===== src/rtl/sample_accum_pkg.sv =====
// Shared types and constants for the sample accumulator.
// The SATURATE_EN macro (see the top module) selects a saturating sum instead of a wrapping one.
package sample_accum_pkg;

   typedef enum logic [1:0] {
      IDLE,
      ACCUM,
      DONE
   } accum_state_t;

   localparam int unsigned DATA_W = 16;
   localparam logic [DATA_W-1:0] SAT_VAL = 16'hFFFF;

endpackage


===== src/rtl/adder_16bit.sv =====
// 16-bit unsigned adder with carry-in; overflow is the carry-out of the MSB.
module adder_16bit
   import sample_accum_pkg::*;
(
   input  logic [DATA_W-1:0] a,
   input  logic [DATA_W-1:0] b,
   input  logic              carry_in,
   output logic [DATA_W-1:0] sum,
   output logic              overflow
);

   always_comb begin
      {overflow, sum} = {1'b0, a} + {1'b0, b} + {{DATA_W{1'b0}}, carry_in};
   end

endmodule


===== src/rtl/sample_accumulator_16bit.sv =====
// Sums NUM_SAMPLES unsigned samples per batch and hands the result over a valid/ready handshake.
// Define SATURATE_EN to clamp the sum at SAT_VAL once any add carries out; otherwise it wraps.
module sample_accumulator_16bit
   import sample_accum_pkg::*;
#(
   parameter int unsigned NUM_SAMPLES = 8
) (
   input  logic              clk,
   input  logic              n_rst,
   input  logic              clear,
   input  logic [DATA_W-1:0] in_data,
   input  logic              in_valid,
   output logic              in_ready,
   output logic [DATA_W-1:0] acc_sum,
   output logic              acc_overflow,
   output logic              out_valid,
   input  logic              out_ready
);

   localparam int unsigned CW = $clog2(NUM_SAMPLES + 1);
   localparam logic [CW:0] LAST = (CW + 1)'(NUM_SAMPLES);

   accum_state_t      state_q, state_d;
   logic [DATA_W-1:0] acc_q, acc_d;
   logic              ovf_q, ovf_d;
   logic [CW-1:0]     count_q, count_d;

   logic [DATA_W-1:0] add_sum;
   logic              add_carry;
   logic [DATA_W-1:0] add_val;
   logic [CW:0]       count_inc;

   adder_16bit u_adder (
      .a        (acc_q),
      .b        (in_data),
      .carry_in (1'b0),
      .sum      (add_sum),
      .overflow (add_carry)
   );

`ifdef SATURATE_EN
   // Once the batch has carried out, stay pinned at the saturation value.
   assign add_val = (ovf_q | add_carry) ? SAT_VAL : add_sum;
`else
   assign add_val = add_sum;
`endif

   assign count_inc = {1'b0, count_q} + {{CW{1'b0}}, 1'b1};

   always_comb begin
      state_d = state_q;
      acc_d   = acc_q;
      ovf_d   = ovf_q;
      count_d = count_q;
      if (clear) begin
         state_d = IDLE;
         acc_d   = '0;
         ovf_d   = 1'b0;
         count_d = '0;
      end else begin
         case (state_q)
            IDLE, ACCUM: begin
               if (in_valid) begin
                  acc_d   = add_val;
                  ovf_d   = ovf_q | add_carry;
                  count_d = count_inc[CW-1:0];
                  state_d = (count_inc == LAST) ? DONE : ACCUM;
               end
            end
            DONE: begin
               if (out_ready) begin
                  state_d = IDLE;
                  acc_d   = '0;
                  ovf_d   = 1'b0;
                  count_d = '0;
               end
            end
            default: state_d = IDLE;
         endcase
      end
   end

   always_ff @(posedge clk or negedge n_rst) begin
      if (!n_rst) begin
         state_q <= IDLE;
         acc_q   <= '0;
         ovf_q   <= 1'b0;
         count_q <= '0;
      end else begin
         state_q <= state_d;
         acc_q   <= acc_d;
         ovf_q   <= ovf_d;
         count_q <= count_d;
      end
   end

   assign in_ready     = (state_q != DONE);
   assign out_valid    = (state_q == DONE);
   assign acc_sum      = acc_q;
   assign acc_overflow = ovf_q;

endmodule


===== config.mk =====
export PLATFORM = sky130hd
export DESIGN_NAME = sample_accumulator_16bit
export DESIGN_NICKNAME = d
export VERILOG_FILES = /design/src/rtl/sample_accum_pkg.sv /design/src/rtl/adder_16bit.sv /design/src/rtl/sample_accumulator_16bit.sv
export SDC_FILE = /design/constraint.sdc
export NUM_CORES = 1
export LEC_CHECK = 0
export ABC_AREA = 1
export BUFFER_PORTS_ARGS = -buffer_cell sky130_fd_sc_hd__buf_2
export CORE_ASPECT_RATIO = 1.25
export CORE_UTILIZATION = 25
export CTS_BUF_LIST = sky130_fd_sc_hd__clkbuf_8
export DETAILED_ROUTE_END_ITERATION = 12
export MAX_ROUTING_LAYER = met4
export PLACE_DENSITY = 0.51
export SYNTH_ARGS = -nofsm -noshare
export SYNTH_HDL_FRONTEND = slang
export SYNTH_SLANG_ARGS = --single-unit

===== constraint.sdc =====
create_clock -name clk -period 2.15 [get_ports clk]
set_input_delay 0.1075 -clock clk [delete_from_list [all_inputs] [get_ports clk]]
set_output_delay 0.1075 -clock clk [all_outputs]
set_load 0.01 [all_outputs]

==> results of run 1 <==
[kinds of logic (layout without fill, tap and decap cells)]
kind of cell    after synthesis  after routing  synth area share (%)
flops                        23             23                 30.03
compound gates               25             25                 7.702
simple gates                169            169                 37.92
fa+ha+maj                    18             18                 12.14
xor+xnor                      4              4                 1.828
buf+inv                      48             90                 10.38
[where the power goes]
group,leakage [nW],internal (mW),switching [mW],total [mW]
sequential,0.299,0.538,0.0890,0.627
clock,0.0255,0.130,0.166,0.296
combinational,0.982,0.426,0.695,1.12
total,1.31,1.09,0.950,2.04
[final cells by class]
cell class	instances	area (sq um)	area share, %
clock inverters	1	5.005	0.2211
well taps	92	115.1	5.086
inverters	45	171.4	7.573
flip-flops and latches	23	575.6	25.43
repair buffers	41	212.7	9.397
clock buffers	3	41.29	1.824
multi-input cells	216	1142	50.47
[through the flow]
step | area (sq um) | setup WS, ns | util [%]
finish | 2263 | 0.3488 | 30.58
global route | 2263 | 0.1274 | 30.58
CTS | 2263 | 0.3461 | 30.58
detailed placement | 2207 | 0.3630 | 29.82
global placement | 2207 | 0.3944 | 29.82
floorplan | 1917 | 0.4677 | -
[layer usage]
layer	share of wire [%]	track usage, %	vias to the layer above
met5	0	-	-
met2	49	23.67	36
met1	46	16.59	852
li1	-	-	975
met3	3.3	1.909	8
met4	1.7	4.533	0
[worst min-delay path by stage]
stage | startpoint | end | slack (ns) | cells past startpoint
floorplan | n_rst | acc_overflow$_DFFE_PN0P_ | -0.19 | 0
global route | out_ready | state_q[1]$_DFFE_PN0P_ | 0.15 | 4
finish | out_ready | state_q[1]$_DFFE_PN0P_ | 0.11 | 4
CTS | out_ready | state_q[1]$_DFFE_PN0P_ | 0.11 | 4
global placement | n_rst | acc_sum[8]$_DFFE_PN0P_ | 0.15 | 1
detailed placement | n_rst | acc_sum[8]$_DFFE_PN0P_ | 0.15 | 1
[critical path, cell delays in order (launching register included)]
cell and delay [ns]:
dfrtp_1 0.38, ha_1 0.17, inv_1 0.05, fa_1 0.39
inv_1 0.09, nand2_1 0.06, nand3_1 0.16, nand2_1 0.14
nand2_1 0.09, nand2_1 0.04, nand3_1 0.07, nand2_1 0.05
[cells in the final DEF (no fill, tap or decap)]
cell type	n
a21oi_1	10
a21oi_2	2
a22o_1	2
buf_2	39
buf_4	1
clkbuf_8	3
clkinv_2	1
dfrtp_1	23
dlygate4sd3_1	1
fa_1	1
ha_1	17
inv_1	41
inv_2	3
inv_4	1
nand2_1	114
nand2_2	2
nand2_4	1
nand3_1	20
nand3b_1	3
nand4_1	1
nor2_1	19
nor2_2	2
nor2_8	1
nor3_1	4
nor3_4	1
o21ai_0	9
o21ai_1	1
o22ai_2	1
or2_2	1
xnor2_1	2
xor2_1	2
[state kept, by name (all words and copies together), names as in the netlist]
name          cells
acc_overflow      1
acc_sum          16
count_q           4
state_q           2
==> results.sh, run 1 <==
export IMPL_status="complete, no violations"
export IMPL_power_density_mw_per_mm2=903.4
export IMPL_yosysMostFrequentCell="nand2_1"
export IMPL_synthTopCellsByCount="114 x nand2_1, 41 x inv_1, 23 x dfrtp_1, 20 x nand3_1, 19 x nor2_1"
export IMPL_dieHeight_microns=99.90
export IMPL_synthToLayoutAreaGrowth_pct=18.08
export IMPL_holdWs_ns=0.1128
export IMPL_via_per_inst=4.444
export IMPL_max_slew_margin_pct=61.82
export IMPL_clock_latency_ns=0.28
export IMPL_numPlacedInstances=416
export IMPL_crit_fanout=4
export IMPL_cts_htree_levels=1
export IMPL_synth_distinct_cells=28
export IMPL_cp_data_required_time_ns=2.32
export IMPL_crit_start="acc_sum[0]$_DFFE_PN0P_"
export IMPL_finalCriticalPeriod_ns=1.801
export IMPL_antennaDiodeCount=0
export IMPL_grt_total_usage_pct=13.83
export IMPL_die_area_sq_mm=0.008024
export IMPL_cts_tree="built"
export IMPL_seq_area_frac_synth_pct=30.03
export IMPL_worst_r2r_setup_slack_ns=0.35
export IMPL_cp_arrival_ns=1.98
export IMPL_overflow=0
export IMPL_ys_flop_type="dfrtp_1"
export IMPL_cts_hold_buffers=1
export IMPL_slew_violations=0
export IMPL_pin_count=40
export IMPL_rr_startpoint="acc_sum[0]$_DFFE_PN0P_"
export IMPL_endpoint="acc_sum[14]$_DFFE_PN0P_"
export IMPL_finalHoldViolCount=0
export IMPL_post_route_drc_count=0
export IMPL_num_fill_cells=831
export IMPL_antenna_found_initial=0
export IMPL_reg2reg_depth=11
export IMPL_worst_r2r_endpoint="acc_sum[14]$_DFFE_PN0P_"
export IMPL_synth_area_leader_cell="dfrtp_1"
export IMPL_worst_setup_path_start_kind="flip-flop"
export IMPL_grt_max_degree=24
export IMPL_clock_fmax_mhz=555.2
export IMPL_cts_max_path_buffers=2
export IMPL_synth_warning_count=0
export IMPL_setup_viol=0
export IMPL_vias=1871
export IMPL_synth_avg_cell_area_sq_um=6.679
export IMPL_dr_pass1_iters=4
export IMPL_ctsResizeCount=0
export IMPL_wirelength_mm=4.980
export IMPL_grt_pass1_vias=1836
export IMPL_start_util_pct=25.90
export IMPL_power_total_mw=2.045
export IMPL_vdd_drop_max_uv=244.4
export IMPL_synth_seq_cells=23
export IMPL_fin_crit_sh_pct=83.78
export IMPL_finClkSkew_ns=0.002664
export IMPL_synthCells=287
export IMPL_path_clk_slew_ns=0.09
export IMPL_fp_dieW_microns=80.32
export IMPL_numPortBuffers=39
export IMPL_synthesis_area_sq_mm=0.001917
export IMPL_cts_sinks=23
export IMPL_coreArea_sq_mm=0.007401
export IMPL_grt_pass1_wl_mm=8.307
export IMPL_gp_congestion=0.8439
export IMPL_fin_nets=369
export IMPL_antenna_left=0
export IMPL_leakagePower_nw=1.307
export IMPL_fin_setup_tns_ns=0
export IMPL_initialDrtViolationCount=78
export IMPL_rows=35
export IMPL_routedWlPerCell_microns=11.83
export IMPL_hpwl_mm=3.891
export IMPL_async_flop_share_pct=100.0
export IMPL_tightest_slew_ns=0.5727
export IMPL_synth_edf_count=0
export IMPL_yosys_area_top_type_share_pct=30.03
export IMPL_syn_nets=326
export IMPL_hold_path_class="input port to flip-flop"
export IMPL_worstSetupEndpointType="flip-flop"
export IMPL_cts_buffers=3
export IMPL_worstSetupPathType="flip-flop to flip-flop"
export IMPL_cts_root_buf="clkbuf_8"
export IMPL_cap_violations=0
export IMPL_final_cell_count_no_fill=421
export IMPL_synth_top_cells_by_area="dfrtp_1 30%, nand2_1 22%, ha_1 11%"
export IMPL_post_cts_buffers=0
export IMPL_rsz0062_at_grt="no"
export IMPL_drive_above_1_share_pct=17.93
(Power assumes the default switching activity.)
==> run 2, diff against run 1 <==
--- a/config.mk
+++ b/config.mk
@@ -12,7 +12,7 @@
 export CTS_BUF_LIST = sky130_fd_sc_hd__clkbuf_8
 export DETAILED_ROUTE_END_ITERATION = 12
 export MAX_ROUTING_LAYER = met4
-export PLACE_DENSITY = 0.51
+export PLACE_DENSITY = 0.52
 export SYNTH_ARGS = -nofsm -noshare
 export SYNTH_HDL_FRONTEND = slang
 export SYNTH_SLANG_ARGS = --single-unit
==> constraint.sdc (replaced) <==
create_clock -name clk -period 1.5 [get_ports clk]
set_input_delay 0.075 -clock clk [delete_from_list [all_inputs] [get_ports clk]]
set_output_delay 0.075 -clock clk [all_outputs]
set_load 0.01 [all_outputs]
==> run 2 against run 1 <==
Against the previous run: the flow now finishes with violations (setup timing); total power rose by 97%; sequential cell count stayed put; global-route usage increased by 1.2 points; sequential share of layout area decreased by 6.3 points; final area increased by 33%; core utilization grew 10 points; worst hold slack improved by 0.042 ns; count of clock-buffer cells in the layout unchanged; clock skew is 0.0012 ns lower; fmax up 12%; sequential power grew 46%; critical endpoint is now acc_sum[12]$_DFFE_PN0P_; largest power group unchanged.
==> results.sh, run 2 (synthesis results as in run 1) <==
export IMPL_status="finished with violations"
export IMPL_violations="setup timing"
export IMPL_die_area_sq_mm=0.008024
export IMPL_cp_arrival_ns=1.78
export IMPL_holdWs_ns=0.1550
export IMPL_hpwl_mm=4.134
export IMPL_crit_chain="ha_2, inv_2, fa_2, inv_2, nand3_2, nand3_2, nand3_2, nand3_2, nand2_2, nand3_2, nand2_1"
export IMPL_crit_buf_inv=2
export IMPL_finClkSkew_ns=0.001444
export IMPL_post_route_util_pct=40.71
export IMPL_cts_tree="built"
export IMPL_numPortBuffers=39
export IMPL_cts_max_path_buffers=2
export IMPL_pin_count=40
export IMPL_setup_viol=10
export IMPL_dieHeight_microns=99.90
export IMPL_synthToLayoutAreaGrowth_pct=57.18
export IMPL_finalCriticalPeriod_ns=1.609
export IMPL_routedWlPerCell_microns=11.78
export IMPL_overflow=0
export IMPL_start_util_pct=25.90
export IMPL_hold_path_class="input port to flip-flop"
export IMPL_post_route_drc_count=0
export IMPL_clkPwrFrac_pct=10.5
export IMPL_switching_share_pct=43.52
export IMPL_grt_pass1_wl_mm=9.211
export IMPL_antennaDiodeCount=0
export IMPL_slew_violations=0
export IMPL_worst_slack_ns=-0.1094
export IMPL_dr_pass1_iters=4
export IMPL_worstSetupPathType="flip-flop to flip-flop"
export IMPL_grt_pass1_vias=2111
export IMPL_max_slew_margin_pct=60.36
export IMPL_antenna_left=0
export IMPL_cap_violations=0
export IMPL_fin_setup_tns_ns=-0.6902
export IMPL_grt_busiest_layer="met2"
export IMPL_hold_start="clear"
export IMPL_pwr_share_comb_pct=66.7
export IMPL_vdd_drop_max_uv=521.6
export IMPL_seqPwrFrac_pct=22.8
export IMPL_cpMostUsedCell="nand3_2"
export IMPL_cts_root_buf="clkbuf_8"
export IMPL_leakagePower_nw=1.649
export IMPL_grt_use_met3_pct=1.545
export IMPL_critPathMaxStageDelay_ns=0.38
export IMPL_critPathTopFamily="adder cells"
export IMPL_grt_total_usage_pct=15.01
export IMPL_fp_dieW_microns=80.32
export IMPL_crit_start="acc_sum[0]$_DFFE_PN0P_"
export IMPL_via_per_inst=4.478
export IMPL_finalHoldViolCount=0
export IMPL_cp_data_required_time_ns=1.68
export IMPL_worstSetupEndpointType="flip-flop"
export IMPL_rsz0062_at_grt="yes"
export IMPL_grtUsageMet2_pct=26.50
export IMPL_grt_max_degree=24
export IMPL_vias=2109
export IMPL_rr_startpoint="acc_sum[0]$_DFFE_PN0P_"
export IMPL_crit_fanout=3
export IMPL_fin_nets=419
export IMPL_gp_congestion=0.8471
export IMPL_path_clk_slew_ns=0.10
export IMPL_power_total_mw=4.021
export IMPL_wirelength_mm=5.548
export IMPL_coreArea_sq_mm=0.007401
export IMPL_worst_setup_path_start_kind="flip-flop"
export IMPL_power_density_mw_per_mm2=1335
export IMPL_fin_crit_sh_pct=107.3
export IMPL_drive_above_1_share_pct=46.44
export IMPL_clock_fmax_mhz=621.3
export IMPL_initialDrtViolationCount=59
export IMPL_cpMaxStageDelayCell="dfrtp_1"
export IMPL_mostFrequentLayoutCell="nand2_1"
export IMPL_power_switching_mw=1.750
export IMPL_tightest_slew_ns=0.5946
export IMPL_numPlacedInstances=449
export IMPL_num_fill_cells=777
export IMPL_rows=35
export IMPL_p_int_mw=2.271
export IMPL_cts_sinks=23
export IMPL_clock_latency_ns=0.27
export IMPL_cts_buffers=3
export IMPL_largest_reg_flops=16
export IMPL_final_cell_count_no_fill=471
export IMPL_antenna_found_initial=0
export IMPL_most_common_layout_cells="86 x nand2_1, 47 x buf_4, 40 x buf_2"
export IMPL_use_met1_pct=17.64
export IMPL_cts_htree_levels=1
-- run 2: cell count changes in the layout (fill, tap and decap cells not counted), sizes merged --
cell / previous run / this run
buf: 40 / 90
-- run 2: cell type report --
type / instances / area, sq um / share of cell area (%)
flip-flops and latches: 23 / 576.8 / 19.14
inverters: 45 / 173.9 / 5.772
multi-input cells: 216 / 1504 / 49.92
well taps: 92 / 115.1 / 3.821
clock buffers: 3 / 41.29 / 1.370
repair buffers: 91 / 596.8 / 19.81
clock inverters: 1 / 5.005 / 0.1661
-- run 2: what timing repair did --
action,4_1_cts,5_1_grt
endpoints found under the hold margin,23,0
gates cloned,0,1
pin swaps,9,31
buffers inserted,6,10
gates resized for setup,32,48
setup endpoints to repair,13,16
hold buffers,1,0
-- run 2: path summary, 6_finish.rpt --
path / depth (start not counted) / slack [ns] / endpoint
worst max-delay path: 11 / -0.11 / acc_sum[12]$_DFFE_PN0P_
worst min-delay path: 4 / 0.15 / state_q[1]$_DFFE_PN0P_
worst max register to register: 11 / -0.11 / acc_sum[12]$_DFFE_PN0P_
worst min register to register: 1 / 0.53 / count_q[0]$_DFFE_PN0P_
max in group asynchronous: 2 / 0.73 / acc_sum[2]$_DFFE_PN0P_
min in group asynchronous: 2 / 0.34 / acc_sum[7]$_DFFE_PN0P_
-- run 2: routing by layer --
metal	wire [microns]	vias to the layer above	share of wire, %
met5	0	-	0
met1	2311	982	42
met3	147	14	2.6
met4	142	0	2.6
li1	-	1079	-
met2	2946	34	53
-- run 2: tightest hold or removal path: stages --
cell	delay, ns
buf_2	0.14
nor3_4	0.08
nand2_1	0.06
nand2_1	0.04
-- run 2: through the flow --
stage / setup WS (ns) / area, sq um
floorplan: -0.08410 / 1961
global placement: -0.1270 / 2499
detailed placement: -0.1604 / 2499
CTS: -0.1235 / 2779
global route: -0.2277 / 3013
finish: -0.1094 / 3013
-- run 2: power by group through the flow --
stage / Combinational [mW] / Clock, mW / Sequential [mW]
3_3_place_gp: 2.03 / 0 / 0.883
2_1_floorplan: 1.13 / 0 / 0.967
6_report: 2.68 / 0.423 / 0.916
5_1_grt: 3.00 / 0.467 / 0.934
3_5_place_dp: 2.04 / 0 / 0.891
4_1_cts: 2.34 / 0.436 / 0.911
==> run 3, diff against run 2 <==
--- a/config.mk
+++ b/config.mk
@@ -15,4 +15,5 @@
 export PLACE_DENSITY = 0.52
 export SYNTH_ARGS = -nofsm -noshare
 export SYNTH_HDL_FRONTEND = slang
+export SYNTH_HIERARCHICAL = 1
 export SYNTH_SLANG_ARGS = --single-unit
==> run 3 against run 2 <==
Against the previous run: non-clock buffer count down 18; final cell count up 0.64%; global-route usage down 1.5 points; register-to-register slack worse by 0.39 ns; worst setup slack worse by 0.39 ns; count of clock-buffer cells in the layout unchanged; wire length down 3.2%; sequential cell count unchanged; critical path depth unchanged; the run still ends with setup timing left; largest cell class unchanged; clock power about the same.
==> results.sh, run 3 <==
export IMPL_grt_max_degree=39
export IMPL_coreArea_sq_mm=0.007928
export IMPL_dieHeight_microns=104.1
export IMPL_num_fill_cells=864
export IMPL_wirelength_mm=5.373
export IMPL_via_per_inst=4.209
export IMPL_post_route_util_pct=36.87
export IMPL_clock_fmax_mhz=499.5
export IMPL_fin_setup_tns_ns=-5.121
export IMPL_dr_pass1_iters=4
export IMPL_cts_tree="built"
export IMPL_mostFrequentLayoutCell="nand2_1"
export IMPL_seq_area_frac_synth_pct=27.61
export IMPL_antennaDiodeCount=0
export IMPL_critPathMaxStageDelay_ns=0.41
export IMPL_gp_congestion=0.8107
export IMPL_setup_viol=16
export IMPL_rows=36
export IMPL_grt_pass1_vias=2058
export IMPL_path_clk_slew_ns=0.10
export IMPL_place_area_sq_mm=0.002729
export IMPL_worst_r2r_endpoint="acc_overflow$_DFFE_PN0P_"
export IMPL_hpwl_mm=4.106
export IMPL_rsz0062_at_grt="yes"
export IMPL_synthCells=307
export IMPL_cp_arrival_ns=2.17
export IMPL_synth_warning_count=6
export IMPL_finClkSkew_ns=0.005987
export IMPL_synthTopCellsByCount="126 x nand2_1, 40 x inv_1, 23 x dfrtp_1, 16 x ha_1, 15 x nor2_1"
export IMPL_hold_start="out_ready"
export IMPL_dp_worst_setup_slack_ns=-0.4840
export IMPL_vias=1995
export IMPL_crit_buf_inv=0
export IMPL_antenna_found_initial=0
export IMPL_die_area_sq_mm=0.008709
export IMPL_fin_nets=419
export IMPL_crit_fanout=3
export IMPL_slew_violations=0
export IMPL_yosysMostFrequentCell="nand2_1"
export IMPL_fin_crit_sh_pct=133.5
export IMPL_synth_area_leader_cell="dfrtp_1"
export IMPL_hold_path_class="input port to flip-flop"
export IMPL_yosys_area_top_type_share_pct=27.61
export IMPL_cts_htree_levels=1
export IMPL_cap_violations=0
export IMPL_cp_data_required_time_ns=1.67
export IMPL_synthesis_area_sq_mm=0.002084
export IMPL_rr_startpoint="acc_sum[0]$_DFFE_PN0P_"
export IMPL_power_density_mw_per_mm2=1525
export IMPL_max_slew_margin_pct=61.49
export IMPL_syn_nets=346
export IMPL_largest_reg_flops=16
export IMPL_most_common_layout_cells="110 x nand2_1, 40 x inv_1, 39 x buf_2"
export IMPL_finalHoldViolCount=0
export IMPL_overflow=0
export IMPL_synth_edf_count=0
export IMPL_fp_dieW_microns=83.67
export IMPL_start_util_pct=26.29
export IMPL_tightest_slew_ns=0.5777
export IMPL_async_flop_share_pct=100.0
export IMPL_drive_above_1_share_pct=37.73
export IMPL_worst_setup_path_start_kind="flip-flop"
export IMPL_holdPathEnd="state_q[1]$_DFFE_PN0P_"
export IMPL_numPortBuffers=39
export IMPL_worstSetupPathType="flip-flop to flip-flop"
export IMPL_synth_seq_cells=23
export IMPL_violations="setup timing"
export IMPL_leakagePower_nw=1.616
export IMPL_pin_count=40
export IMPL_synth_distinct_cells=32
export IMPL_worst_r2r_setup_slack_ns=-0.50
export IMPL_cpMaxStageDelayCell="dfrtp_1"
export IMPL_initialDrtViolationCount=76
export IMPL_antenna_left=0
export IMPL_cts_max_path_buffers=2
export IMPL_power_total_mw=4.458
export IMPL_synth_avg_cell_area_sq_um=6.790
export IMPL_routedWlPerCell_microns=11.34
export IMPL_synth_top_cells_by_area="dfrtp_1 28%, nand2_1 23%, ha_1 9.6%"
export IMPL_clock_latency_ns=0.28
export IMPL_cts_root_buf="clkbuf_8"
export IMPL_critPathTopFamily="adder cells"
export IMPL_holdPathStages=4
export IMPL_vdd_drop_max_uv=730.7
export IMPL_design_area_sq_mm=0.002923
export IMPL_grt_pass1_wl_mm=9.294
export IMPL_crit_chain="fa_2, fa_2, nand2_2, nand2_2, and2_4, nand3_2, nand3_2, nand2_1, nand2_1, o211ai_1, o21ai_1"
export IMPL_worstSetupEndpointType="flip-flop"
export IMPL_status="finished with violations"
export IMPL_synthToLayoutAreaGrowth_pct=40.22
export IMPL_cts_sinks=23
export IMPL_finalCriticalPeriod_ns=2.002
export IMPL_ys_flop_type="dfrtp_1"
export IMPL_post_route_drc_count=0
export IMPL_cts_buffers=3
export IMPL_crit_start="acc_sum[0]$_DFFE_PN0P_"
export IMPL_reg2reg_depth=11
export IMPL_grt_total_usage_pct=13.46
export IMPL_worst_slack_ns=-0.5021
run 3: worst reg2reg max path, delay by kind of cell (launching register included):
family	cells	cell delay, ns
AO/OA/AOI/OAI	2	0.24
AND/OR/NAND/NOR	7	0.52
adder cells (fa/ha/maj)	2	0.73
flip-flops	1	0.41
run 3: metrics by stage:
step / hold slack [ns] / instances
2_1_floorplan: -0.2206 / 307
3_3_place_gp: 0.1275 / 463
3_5_place_dp: 0.1219 / 463
4_1_cts: 0.06394 / 471
5_1_grt: 0.1062 / 474
6_report: 0.07297 / 474
run 3: cell families (layout without fill, tap and decap cells):
kind of cell / Yosys count / count (layout) / share of synthesized area [%]
AOI/OAI and AO/OA: 29 / 29 / 8.644
other: 1 / 1 / 0.1799
DFF: 23 / 23 / 27.61
xor gates and xnor gates: 8 / 8 / 3.361
buffers and inverters: 49 / 121 / 10.14
and+or+nand+nor: 179 / 179 / 38.53
adders and majority gates: 18 / 18 / 11.52
run 3: repair_timing:
action,CTS,global route
setup endpoints to repair,15,16
pin swaps,26,15
hold buffers,1,0
buffers inserted,3,3
hold endpoints to repair,23,0
gates resized for setup,15,14
run 3: how the worst max path moves through the flow:
stage | endpoint | slack [ns] | depth (start not counted)
floorplan | acc_overflow$_DFFE_PN0P_ | -0.11 | 10
global placement | acc_overflow$_DFFE_PN0P_ | -0.43 | 11
detailed placement | acc_overflow$_DFFE_PN0P_ | -0.48 | 11
CTS | acc_overflow$_DFFE_PN0P_ | -0.50 | 11
global route | acc_overflow$_DFFE_PN0P_ | -0.55 | 11
finish | acc_overflow$_DFFE_PN0P_ | -0.50 | 11
run 3: area by class of cell:
| type | instances | area (sq um) | area share (%) |
|---|---|---|---|
| timing repair buffer | 73 | 485.5 | 16.61 |
| clock inverter | 1 | 5.005 | 0.1712 |
| tap | 95 | 118.9 | 4.067 |
| inverter | 44 | 165.2 | 5.651 |
| sequential | 23 | 576.8 | 19.73 |
| clock buffer | 3 | 41.29 | 1.413 |
| multi-input combinational | 235 | 1530 | 52.35 |
run 3: per-layer routing:
layer	vias up	wire (microns)	GRT usage (%)	part of all wire, %
met3	6	142	1.587	2.6
li1	1094	-	-	-
met5	-	0	-	0
met2	28	2644	23.58	49
met4	0	61	3.874	1.1
met1	867	2524	16.15	47
run 3: power breakdown:
group	leakage [nW]	internal (mW)	switching [mW]
Clock	0.0255	0.187	0.240
Sequential	0.299	0.806	0.187
Combinational	1.29	1.46	1.58
Total	1.62	2.45	2.00
